`config.mk`:
```
export PLATFORM = sky130hd
export DESIGN_NAME = timer_scheduler
export DESIGN_NICKNAME = d
export VERILOG_FILES = /design/src/rtl/timer_sched_pkg.sv /design/src/rtl/tick_prescaler.sv /design/src/rtl/timer_scheduler.sv
export SDC_FILE = /design/constraint.sdc
export NUM_CORES = 1
export LEC_CHECK = 0
export ABC_CLOCK_PERIOD_IN_PS = 2600
export BUFFER_PORTS_ARGS = -buffer_cell sky130_fd_sc_hd__buf_2
export CORE_UTILIZATION = 35
export CTS_CLUSTER_SIZE = 10
export DETAILED_ROUTE_END_ITERATION = 8
export PLACE_DENSITY_LB_ADDON = 0.2
export SLEW_MARGIN = 20
export SYNTH_ARGS = -nofsm -noshare
export SYNTH_HDL_FRONTEND = slang
export SYNTH_SLANG_ARGS = --single-unit
```
`constraint.sdc`:
```
create_clock -name clock -period 2.6 [get_ports clock]
set_clock_uncertainty 0.05 [all_clocks]
set_input_delay 0.26 -clock clock [delete_from_list [all_inputs] [get_ports clock]]
set_output_delay 0.26 -clock clock [all_outputs]
set_load 0.05 [all_outputs]
```
`src/rtl/timer_sched_pkg.sv`:
```
// -----------------------------------------------------------------------------
// timer_sched_pkg
// Shared definitions for the timer scheduler: FSM state encoding, owner
// encoding, interval-table indices and the interval values loaded at reset.
// -----------------------------------------------------------------------------
package timer_sched_pkg;

    typedef enum logic [1:0] {
        ST_IDLE   = 2'd0,
        ST_LOAD   = 2'd1,
        ST_COUNT  = 2'd2,
        ST_EXPIRE = 2'd3
    } state_t;

    // Owner of the countdown; also the value presented on the owner port.
    typedef enum logic {
        OWN_ALARM = 1'b0,
        OWN_ARM   = 1'b1
    } owner_t;

    localparam int NUM_INTERVALS = 4;

    localparam logic [1:0] IDX_ARM_DELAY    = 2'd0;
    localparam logic [1:0] IDX_DRIVER_DELAY = 2'd1;
    localparam logic [1:0] IDX_PASS_DELAY   = 2'd2;
    localparam logic [1:0] IDX_ALARM_ON     = 2'd3;

    // Interval values in seconds restored by reset.
    localparam int DEF_ARM_DELAY    = 6;
    localparam int DEF_DRIVER_DELAY = 8;
    localparam int DEF_PASS_DELAY   = 15;
    localparam int DEF_ALARM_ON     = 10;

endpackage

```
`src/rtl/tick_prescaler.sv`:
```
// -----------------------------------------------------------------------------
// tick_prescaler
// Divides the system clock down to a one-cycle tick every TICK_DIV cycles.
// The count runs 0..TICK_DIV-1 and tick is high while it sits at TICK_DIV-1.
//
// Ports:
//   clock   in   system clock
//   reset   in   asynchronous active-low reset
//   clear   in   synchronous restart of the count from 0 (wins over enable)
//   enable  in   advance the count
//   tick    out  one-cycle pulse per TICK_DIV enabled cycles
// -----------------------------------------------------------------------------
module tick_prescaler #(
    parameter int TICK_DIV = 100000000
) (
    input  logic clock,
    input  logic reset,
    input  logic clear,
    input  logic enable,
    output logic tick
);

    localparam int              CNT_W = (TICK_DIV > 1) ? $clog2(TICK_DIV) : 1;
    localparam logic [CNT_W-1:0] LAST = CNT_W'(TICK_DIV - 1);

    logic [CNT_W-1:0] count;

    // NOTE: sequential state uses non-blocking assignments so every register
    // samples the pre-edge values of its neighbours, matching the hardware.
    always_ff @(posedge clock or negedge reset) begin
        if (!reset) begin
            count <= '0;
        end else if (clear) begin
            count <= '0;
        end else if (enable) begin
            count <= (count == LAST) ? '0 : count + 1'b1;
        end
    end

    assign tick = enable && (count == LAST);

endmodule

```
`src/rtl/timer_scheduler.sv`:
```
// -----------------------------------------------------------------------------
// timer_scheduler
// Owns one countdown timer plus a 4-entry interval table and shares them
// between the main alarm FSM (high priority) and the arm-detect FSM (low
// priority). A granted request loads its interval, counts it down in seconds
// and returns a one-cycle expired pulse to its owner only.
//
// Build option: define TIMER_SCHED_PREEMPT_EN to let an alarm request abort a
// running arm countdown (aborted_arm pulses, the arm request is dropped).
// Without it the alarm waits for the arm countdown to expire.
//
// Ports:
//   clock, reset             clock, asynchronous active-low reset
//   req_/sel_/cancel_alarm   start pulse, interval index, cancel (main FSM)
//   req_/sel_/cancel_arm     start pulse, interval index, cancel (arm FSM)
//   prog_we/sel/value        interval table write port
//   busy                     countdown in progress (LOAD or COUNT)
//   owner                    current or last owner: 0 = alarm, 1 = arm
//   expired_alarm/arm        one-cycle expiry pulse to the owner
//   aborted_arm              one-cycle pulse when the arm is preempted
//   remaining                seconds left while counting, else 0
//   tick_1hz                 one-cycle pulse per second
// -----------------------------------------------------------------------------
module timer_scheduler
    import timer_sched_pkg::*;
#(
    parameter int TICK_DIV = 100000000,
    parameter int VALUE_W  = 4
) (
    input  logic               clock,
    input  logic               reset,
    input  logic               req_alarm,
    input  logic [1:0]         sel_alarm,
    input  logic               cancel_alarm,
    input  logic               req_arm,
    input  logic [1:0]         sel_arm,
    input  logic               cancel_arm,
    input  logic               prog_we,
    input  logic [1:0]         prog_sel,
    input  logic [VALUE_W-1:0] prog_value,
    output logic               busy,
    output logic               owner,
    output logic               expired_alarm,
    output logic               expired_arm,
    output logic               aborted_arm,
    output logic [VALUE_W-1:0] remaining,
    output logic               tick_1hz
);

    state_t             state, state_n;
    owner_t             owner_q, owner_n;
    logic [1:0]         load_sel_q, load_sel_n;
    logic [VALUE_W-1:0] count_q, count_n;
    logic               pend_alarm_q, pend_alarm_n;
    logic               pend_arm_q, pend_arm_n;
    logic [1:0]         sel_alarm_q, sel_alarm_n;
    logic [1:0]         sel_arm_q, sel_arm_n;
`ifdef TIMER_SCHED_PREEMPT_EN
    logic               aborted_q, aborted_n;
`endif

    logic [VALUE_W-1:0] interval_tbl [NUM_INTERVALS];
    logic [VALUE_W-1:0] tbl_value;
    logic [VALUE_W-1:0] load_value;
    logic               tick;
    logic               presc_clear;

    // Arbitration inputs: a same-cycle cancel always beats a request.
    logic       grant_alarm, grant_arm;
    logic [1:0] grant_alarm_sel, grant_arm_sel;
    logic       owner_active, owner_cancel, owner_req;
    logic [1:0] owner_sel;

    assign grant_alarm     = (pend_alarm_q | req_alarm) & ~cancel_alarm;
    assign grant_arm       = (pend_arm_q | req_arm) & ~cancel_arm;
    assign grant_alarm_sel = req_alarm ? sel_alarm : sel_alarm_q;
    assign grant_arm_sel   = req_arm ? sel_arm : sel_arm_q;

    assign owner_active = (state == ST_LOAD) || (state == ST_COUNT);
    assign owner_cancel = (owner_q == OWN_ALARM) ? cancel_alarm : cancel_arm;
    assign owner_req    = (owner_q == OWN_ALARM) ? (req_alarm & ~cancel_alarm)
                                                 : (req_arm & ~cancel_arm);
    assign owner_sel    = (owner_q == OWN_ALARM) ? sel_alarm : sel_arm;

    // LOAD reads the table before this edge's write lands, so a write in the
    // LOAD cycle still yields the old value. A stored 0 behaves as 1 second.
    assign tbl_value  = interval_tbl[load_sel_q];
    assign load_value = (tbl_value == '0) ? VALUE_W'(1) : tbl_value;

    assign presc_clear = (state == ST_LOAD);

    tick_prescaler #(
        .TICK_DIV (TICK_DIV)
    ) u_prescaler (
        .clock  (clock),
        .reset  (reset),
        .clear  (presc_clear),
        .enable (1'b1),
        .tick   (tick)
    );

    // NOTE: every signal written here gets a default first, so no path
    // through the case can leave it unassigned and infer a latch.
    always_comb begin
        state_n      = state;
        owner_n      = owner_q;
        load_sel_n   = load_sel_q;
        count_n      = count_q;
        pend_alarm_n = pend_alarm_q;
        pend_arm_n   = pend_arm_q;
        sel_alarm_n  = sel_alarm_q;
        sel_arm_n    = sel_arm_q;
`ifdef TIMER_SCHED_PREEMPT_EN
        aborted_n    = 1'b0;
`endif

        if (cancel_alarm) begin
            pend_alarm_n = 1'b0;
        end else if (req_alarm) begin
            pend_alarm_n = 1'b1;
            sel_alarm_n  = sel_alarm;
        end

        if (cancel_arm) begin
            pend_arm_n = 1'b0;
        end else if (req_arm) begin
            pend_arm_n = 1'b1;
            sel_arm_n  = sel_arm;
        end

        unique case (state)
            // EXPIRE arbitrates like IDLE so a waiting requester is loaded
            // straight away without an idle cycle in between.
            ST_IDLE, ST_EXPIRE: begin
                count_n = '0;
                state_n = ST_IDLE;
                if (grant_alarm) begin
                    state_n      = ST_LOAD;
                    owner_n      = OWN_ALARM;
                    load_sel_n   = grant_alarm_sel;
                    pend_alarm_n = 1'b0;
                end else if (grant_arm) begin
                    state_n    = ST_LOAD;
                    owner_n    = OWN_ARM;
                    load_sel_n = grant_arm_sel;
                    pend_arm_n = 1'b0;
                end
            end

            ST_LOAD, ST_COUNT: begin
                if (state == ST_LOAD) begin
                    count_n = load_value;
                    state_n = ST_COUNT;
                end else if (tick) begin
                    if (count_q == VALUE_W'(1)) begin
                        count_n = '0;
                        state_n = ST_EXPIRE;
                    end else begin
                        count_n = count_q - 1'b1;
                    end
                end

                // Owner actions override the normal countdown: a cancel drops
                // the run silently, a fresh request restarts it with no pulse.
                if (owner_cancel) begin
                    state_n = ST_IDLE;
                    count_n = '0;
                end else if (owner_req) begin
                    state_n    = ST_LOAD;
                    load_sel_n = owner_sel;
                    if (owner_q == OWN_ALARM) begin
                        pend_alarm_n = 1'b0;
                    end else begin
                        pend_arm_n = 1'b0;
                    end
                end
`ifdef TIMER_SCHED_PREEMPT_EN
                else if ((owner_q == OWN_ARM) && req_alarm && !cancel_alarm) begin
                    state_n      = ST_LOAD;
                    owner_n      = OWN_ALARM;
                    load_sel_n   = sel_alarm;
                    pend_alarm_n = 1'b0;
                    pend_arm_n   = 1'b0;
                    aborted_n    = 1'b1;
                end
`endif
            end

            default: state_n = ST_IDLE;
        endcase
    end

    always_ff @(posedge clock or negedge reset) begin
        if (!reset) begin
            state        <= ST_IDLE;
            owner_q      <= OWN_ALARM;
            load_sel_q   <= '0;
            count_q      <= '0;
            pend_alarm_q <= 1'b0;
            pend_arm_q   <= 1'b0;
            sel_alarm_q  <= '0;
            sel_arm_q    <= '0;
`ifdef TIMER_SCHED_PREEMPT_EN
            aborted_q    <= 1'b0;
`endif
        end else begin
            state        <= state_n;
            owner_q      <= owner_n;
            load_sel_q   <= load_sel_n;
            count_q      <= count_n;
            pend_alarm_q <= pend_alarm_n;
            pend_arm_q   <= pend_arm_n;
            sel_alarm_q  <= sel_alarm_n;
            sel_arm_q    <= sel_arm_n;
`ifdef TIMER_SCHED_PREEMPT_EN
            aborted_q    <= aborted_n;
`endif
        end
    end

    // NOTE: the interval table is a small register file with reset because
    // its contents must come back to the factory defaults on every reset; a
    // larger unreset array would be left to RAM inference instead.
    always_ff @(posedge clock or negedge reset) begin
        if (!reset) begin
            interval_tbl[IDX_ARM_DELAY]    <= VALUE_W'(DEF_ARM_DELAY);
            interval_tbl[IDX_DRIVER_DELAY] <= VALUE_W'(DEF_DRIVER_DELAY);
            interval_tbl[IDX_PASS_DELAY]   <= VALUE_W'(DEF_PASS_DELAY);
            interval_tbl[IDX_ALARM_ON]     <= VALUE_W'(DEF_ALARM_ON);
        end else if (prog_we) begin
            interval_tbl[prog_sel] <= prog_value;
        end
    end

    assign busy          = owner_active;
    assign owner         = owner_q;
    assign expired_alarm = (state == ST_EXPIRE) && (owner_q == OWN_ALARM);
    assign expired_arm   = (state == ST_EXPIRE) && (owner_q == OWN_ARM);
    assign remaining     = (state == ST_COUNT) ? count_q : '0;
    assign tick_1hz      = tick;
`ifdef TIMER_SCHED_PREEMPT_EN
    assign aborted_arm   = aborted_q;
`else
    assign aborted_arm   = 1'b0;
`endif

endmodule

```
Word level (Yosys, flattened, before mapping)
Cells that the tools add are included.
Storage, ports and cells
  bits in registers: 58
  latch bits: 0
  bits in writable memories: 0
  memory bits (read-only): 0
  bits of input ports: 17
  output and inout port bits: 10
  word-level logic and storage cells: 102
  memories: 0
Cells by class
  add/sub/neg operators: 2
  $mul: 0
  div/mod/pow operators: 0
  order comparisons: 3
  equality and inequality tests: 11
  shift operators: 0
  mux-type cells: 50
  bitwise logic cells: 11
  reductions and logical operators: 12
Operator list (number)
  $mux W27: 2
  $mux W4: 9
  $add A27 B1 Y27 const B: 1
  $eq A27 B27 Y1 const B: 1
  $mux W2: 12
  $mux W1: 19
  $bwmux W16: 1
  $ne A5 B5 Y1 const B: 2
  $bmux W4 S2: 1
  $demux W4 S2: 1
  $pmux W2 S2: 2
  $pmux W4 S2: 1
  $ge A3 B3 Y1 const B: 2
  $not A2 Y3: 2
  $and A1 B1 Y1: 4
  $eq A2 B2 Y1 const B: 2
  $eq A4 B1 Y1 const B: 1
  $logic_not A4 Y1: 1
  $ne A2 B2 Y1 const B: 2
  $ne A4 B4 Y1 const B: 1
  $pmux W1 S2: 2
  $reduce_and A2 Y1: 2
  $reduce_or A2 Y1: 2
  $sub A4 B1 Y4 const B: 1
  10 further kinds: 15

Logic depth before layout (Yosys ltp)
  depth in word-level cells: 9
  mapped depth: 7
  depth with buffers taken out: 6

Hierarchy
From an unflattened synthesis, not the netlist that was laid out.
Second synthesis, totals
  cell total of the unflattened synthesis: 313
  area total of the unflattened synthesis: 3348.2 um^2
Modules (own cells, without submodules)
  timer_scheduler: times used 1, cells each 147, area each 1774.2 um^2, sequential area each 787.0 um^2
  tick_prescaler: times used 1, cells each 166, area each 1574.0 um^2, sequential area each 675.6 um^2

Worst setup path after synthesis
No wires, ideal clock.
  path type: register -> output
  start: register u_prescaler.count[3]
  end: output port tick_1hz
  data arrival time: 2935 ps
  required time: 2290 ps
  path slack: -645 ps
  cell stages (with the launch flop): 7
  buffers on the path: 3
  path through: dfrtp_1 and4_1 buf_2 nand3_1 clkbuf_1 clkbuf_1 nor4b_1
Between the ends
  cells in the longest elaborated chain, start to end: 1
Ends and longest elaborated chain
  from (decl): RTL line tick_prescaler.sv:26  | logic [CNT_W-1:0] count;
  from (signal assigned): RTL line tick_prescaler.sv:36  | count <= (count == LAST) ? '0 : count + 1'b1;
  $eq A27 B27 Y1: RTL line tick_prescaler.sv:40  | assign tick = enable && (count == LAST);
  to (decl): RTL line timer_scheduler.sv:47  | output logic tick_1hz
No other way between the ends.

Final worst setup path
  start: register u_prescaler.count[17]
  end: output port tick_1hz
Same word-level chain as after synthesis.

==> impl_metrics.prom <==
# TYPE chip_impl_metric gauge
chip_impl_info{name="outcome",value="complete, no violations"} 1
chip_impl_metric{name="number_of_global_route_vias_before_repair",unit=""} 2435
chip_impl_info{name="timing.setup.critical_path_class",value="reg2out"} 1
chip_impl_metric{name="vias",unit=""} 2376
chip_impl_metric{name="fmaxAchievable",unit="MHz"} 425
chip_impl_metric{name="use_met3",unit="%"} 2.31
chip_impl_metric{name="grt_max_degree",unit=""} 38
chip_impl_metric{name="vias_per_cell",unit=""} 5.44
chip_impl_metric{name="worst_pin_slew",unit="ns"} 0.675
chip_impl_metric{name="maxSlewHeadroom",unit="%"} 54.9
chip_impl_metric{name="grt_util_all_layers",unit="%"} 15.5
chip_impl_metric{name="drive_above_1_share",unit="%"} 28.9
chip_impl_metric{name="power.share.combinational",unit="%"} 31.2
chip_impl_metric{name="worst_path_fanout_max",unit=""} 8
chip_impl_metric{name="seqCellArea",unit="mm²"} 0.00146
chip_impl_info{name="rsz0062_at_grt",value="false"} 1
chip_impl_metric{name="fillers",unit=""} 846
chip_impl_metric{name="floorplan.rows",unit=""} 34
chip_impl_info{name="synth_area_leaders",value="sky130_fd_sc_hd__dfrtp_1 39%, sky130_fd_sc_hd__mux2_2 9.7%, sky130_fd_sc_hd__dfstp_2 7.5%, sky130_fd_sc_hd__a21oi_1 3.2%, sky130_fd_sc_hd__mux4_2 2.9%"} 1
chip_impl_metric{name="global_route.overflow_total",unit=""} 0
chip_impl_metric{name="synth_seq_area_share",unit="%"} 46.5
chip_impl_metric{name="cts.reportedPaths.clkPinSlew",unit="ns"} 0.07
chip_impl_metric{name="totalWireLength",unit="µm"} 6410
chip_impl_metric{name="yosysTopAreaCellShare",unit="%"} 39.0
chip_impl_metric{name="area_delta_synth_final",unit="%"} 15.3
chip_impl_metric{name="buffer_ports.inserted",unit=""} 25
chip_impl_metric{name="internal_power",unit="mW"} 1.94
chip_impl_metric{name="dp_hpwl",unit="µm"} 4560
chip_impl_metric{name="floorplan.die.height",unit="µm"} 96.8
chip_impl_metric{name="syn-num-nets",unit=""} 318
chip_impl_metric{name="part_of_the_cycle_the_worst_path_needs",unit="%"} 90.5
chip_impl_metric{name="post_cts.repair.setup_buffers",unit=""} 0
chip_impl_metric{name="fin_setup_tns",unit="ns"} 0
chip_impl_metric{name="floorplan.die_area",unit="mm²"} 0.00937
chip_impl_info{name="grt_most_used_layer",value="met2"} 1
chip_impl_metric{name="top_level_ports",unit=""} 27
chip_impl_metric{name="grt_use_met1",unit="%"} 21.5
chip_impl_metric{name="detailedRoute.firstPassIterationCount",unit=""} 4
chip_impl_metric{name="final_antenna_net_count",unit=""} 0
chip_impl_metric{name="htreeDepth",unit=""} 3
chip_impl_info{name="synth.largest_area_cell",value="sky130_fd_sc_hd__dfrtp_1"} 1
chip_impl_metric{name="final_period_minus_worst_setup_slack",unit="ns"} 2.35
chip_impl_metric{name="cts_max_path_buffers",unit=""} 2
chip_impl_metric{name="multi_input_area",unit="mm²"} 0.00160
chip_impl_metric{name="timing.max_cap.violations",unit=""} 0
chip_impl_metric{name="syn_area",unit="mm²"} 0.00315
chip_impl_metric{name="place_congestion",unit=""} 0.809
chip_impl_metric{name="synthCells",unit=""} 295
chip_impl_metric{name="grt.met2_usage",unit="%"} 23.1
chip_impl_info{name="dominantRegCellSynth",value="sky130_fd_sc_hd__dfrtp_1"} 1
chip_impl_metric{name="p_switching",unit="mW"} 1.01
chip_impl_metric{name="cts_sinks",unit=""} 58
chip_impl_metric{name="required",unit="ns"} 2.29
chip_impl_metric{name="p_sw_share",unit="%"} 34.4
chip_impl_metric{name="initial_utilization",unit="%"} 36.1
chip_impl_metric{name="placeableCoreArea",unit="mm²"} 0.00872
chip_impl_info{name="clock-root-buffer",value="sky130_fd_sc_hd__clkbuf_8"} 1
chip_impl_metric{name="stdcell_area",unit="mm²"} 0.00363
chip_impl_metric{name="timing.final.ws_setup",unit="ns"} 0.246
chip_impl_metric{name="post_drt_wl_per_cell",unit="µm"} 14.7
chip_impl_metric{name="placedInstanceArea",unit="mm²"} 0.00341
chip_impl_metric{name="die_w",unit="µm"} 96.8
chip_impl_metric{name="number_of_antenna_violations_at_the_first_check_in_global_routing",unit=""} 0
chip_impl_metric{name="power_leakage",unit="nW"} 1.48
chip_impl_metric{name="postSynthAreaPerCell",unit="µm²"} 10.7
chip_impl_metric{name="place_ws",unit="ns"} 0.335
chip_impl_metric{name="fin_nets",unit=""} 347
chip_impl_info{name="holdCritPathClass",value="in2reg"} 1
chip_impl_metric{name="finish.utilization",unit="%"} 41.6
chip_impl_metric{name="finalSetupViolCount",unit=""} 0
chip_impl_info{name="category_of_the_worst_setup_path_capture_point",value="output port"} 1
chip_impl_metric{name="first_pass_grt_wire_length",unit="µm"} 11700
chip_impl_metric{name="drt-initial-drc-count",unit=""} 81
chip_impl_metric{name="power.ir.vdd_worst",unit="mV"} 0.253
chip_impl_metric{name="synth_edf_count",unit=""} 0
chip_impl_metric{name="clk-insertion-delay-late",unit="ns"} 0.34
chip_impl_metric{name="share_clk_of_total_power",unit="%"} 28.7
chip_impl_metric{name="detail_route.drc_violations",unit=""} 0
chip_impl_metric{name="synthArstFlopShare",unit="%"} 100
chip_impl_metric{name="antenna_cells_inserted",unit=""} 0
chip_impl_info{name="start_kind",value="register"} 1
chip_impl_metric{name="timing_max_transition_violations_final",unit=""} 0
chip_impl_metric{name="seq_power_share",unit="%"} 40.0
chip_impl_metric{name="number_of_synthesized_register_bits",unit=""} 58
chip_impl_metric{name="yosysUniqueCellTypes",unit=""} 47
chip_impl_metric{name="hold_violations",unit=""} 0
chip_impl_info{name="tritoncts_clock_tree",value="yes"} 1
chip_impl_metric{name="ys.warnings.count",unit=""} 0
chip_impl_metric{name="cts_inserted_buffers",unit=""} 9
chip_impl_metric{name="power_density",unit="mW/mm²"} 813
chip_impl_metric{name="cp.arrival",unit="ns"} 2.04
==> final timing paths <==
kind / end / slack (ns) / start / cells after the start
max reg2reg: count_q[2] / 0.32 / u_prescaler.count[10] / 4
min in group asynchronous: pend_alarm_q / 0.38 / reset / 2
min: pend_alarm_q / 0.08 / cancel_alarm / 2
max in group asynchronous: interval_tbl[3] / 1.46 / reset / 3
max: tick_1hz / 0.25 / u_prescaler.count[17] / 4
min reg2reg: u_prescaler.count[0] / 0.41 / u_prescaler.count[0] / 1
==> state kept, by name (all words and copies together), names as in the netlist <==
name and flops:
u_prescaler.count 27, interval_tbl 16, count_q 4, load_sel_q 2, sel_alarm_q 2, sel_arm_q 2, state 2, owner 1
pend_alarm_q 1, pend_arm_q 1
==> power by group through the flow <==
stage / logic, mW / registers [mW] / clock network (mW)
after global placement: 0.925 / 1.19 / 0
after global routing: 1.04 / 1.20 / 0.915
final: 0.921 / 1.18 / 0.848
after CTS: 0.933 / 1.18 / 0.874
after detailed placement: 0.925 / 1.20 / 0
after floorplan: 0.672 / 1.19 / 0
==> cell usage after synthesis (7+ instances only) <==
master,n
sky130_fd_sc_hd__xor2_1,8
sky130_fd_sc_hd__nor2_1,19
sky130_fd_sc_hd__nand4_1,8
sky130_fd_sc_hd__o31ai_1,10
sky130_fd_sc_hd__dfrtp_1,49
sky130_fd_sc_hd__mux2_2,27
sky130_fd_sc_hd__or3_1,7
sky130_fd_sc_hd__nand3_1,10
sky130_fd_sc_hd__a21oi_1,20
sky130_fd_sc_hd__and2_1,8
sky130_fd_sc_hd__o21ai_0,7
sky130_fd_sc_hd__clkbuf_1,9
sky130_fd_sc_hd__inv_1,9
sky130_fd_sc_hd__dfstp_2,9
sky130_fd_sc_hd__or4_1,12
sky130_fd_sc_hd__nand2_1,12
==> through the flow <==
| step | hold slack, ns | total power, mW | instances |
|---|---|---|---|
| after detailed placement | 0.236 | 2.13 | 420 |
| after global routing | 0.0810 | 3.16 | 437 |
| after CTS | 0.0636 | 2.99 | 437 |
| final | 0.0770 | 2.95 | 437 |
| after global placement | 0.245 | 2.12 | 420 |
| after floorplan | -0.0856 | 1.87 | 295 |
==> cells by family after synthesis <==
family | Yosys count | share of synthesized area [%]
flops | 58 | 46.5
other cells | 1 | 0.119
xor+xnor | 10 | 2.78
compound gates | 53 | 11.3
buf+inv | 23 | 3.02
simple gates | 107 | 19.4
mux | 37 | 14.4
fa+ha+maj | 6 | 2.39
==> cells in the final DEF (no fill, tap or decap), types with 3 or more instances in the layout <==
cell / Yosys / final
sky130_fd_sc_hd__dfrtp_1: 49 / 49
sky130_fd_sc_hd__inv_1: 9 / 9
sky130_fd_sc_hd__a21oi_1: 20 / 20
sky130_fd_sc_hd__buf_4: 1 / 5
sky130_fd_sc_hd__mux2i_1: 6 / 6
sky130_fd_sc_hd__buf_2: 4 / 25
sky130_fd_sc_hd__o311ai_0: 4 / 4
sky130_fd_sc_hd__or4_1: 12 / 12
sky130_fd_sc_hd__nor2_1: 19 / 19
sky130_fd_sc_hd__mux4_2: 4 / 4
sky130_fd_sc_hd__clkbuf_8: 0 / 10
sky130_fd_sc_hd__nand3b_1: 3 / 3
sky130_fd_sc_hd__mux2_2: 27 / 27
sky130_fd_sc_hd__nand4_1: 8 / 8
sky130_fd_sc_hd__xor2_1: 8 / 8
sky130_fd_sc_hd__clkinvlp_4: 0 / 3
sky130_fd_sc_hd__nor2b_1: 5 / 5
sky130_fd_sc_hd__ha_1: 6 / 6
sky130_fd_sc_hd__nand2_1: 12 / 12
sky130_fd_sc_hd__and2_1: 8 / 8
sky130_fd_sc_hd__nor3_1: 6 / 6
sky130_fd_sc_hd__or3_1: 7 / 7
sky130_fd_sc_hd__o21ai_0: 7 / 7
sky130_fd_sc_hd__dfstp_2: 9 / 9
sky130_fd_sc_hd__o31ai_1: 10 / 10
sky130_fd_sc_hd__and3_1: 4 / 4
sky130_fd_sc_hd__nand3_1: 10 / 9
==> repair_timing <==
action | 4_1_cts | 5_1_grt
setup endpoints to repair | 0 | 1
resized for setup | 0 | 1
hold buffers | 1 | 0
endpoints found under the hold margin | 21 | 0
==> worst max-delay path, cell delays in order (launching register included) <==
cell	delay (ns)
sky130_fd_sc_hd__dfrtp_1	0.43
sky130_fd_sc_hd__nor4_1	0.34
sky130_fd_sc_hd__nand3b_1	0.32
sky130_fd_sc_hd__nor4b_2	0.30
sky130_fd_sc_hd__buf_2	0.31
==> final cells by class <==
type	instances	share of cell area, %
flip-flops and latches	58	40.3
multi-input cells	214	44.1
clock inverters	6	1.83
repair buffers	32	5.31
well taps	108	3.72
clock buffers	10	3.79
inverters	9	0.931
==> routing by layer <==
layer | share of wire, % | wire, µm | vias to the layer above
met1 | 49 | 3160 | 1168
met2 | 46 | 2930 | 32
met4 | 2.7 | 173 | 0
met5 | 0 | 0 | -
li1 | - | - | 1163
met3 | 2.2 | 143 | 13
(Power assumes the default switching activity.)
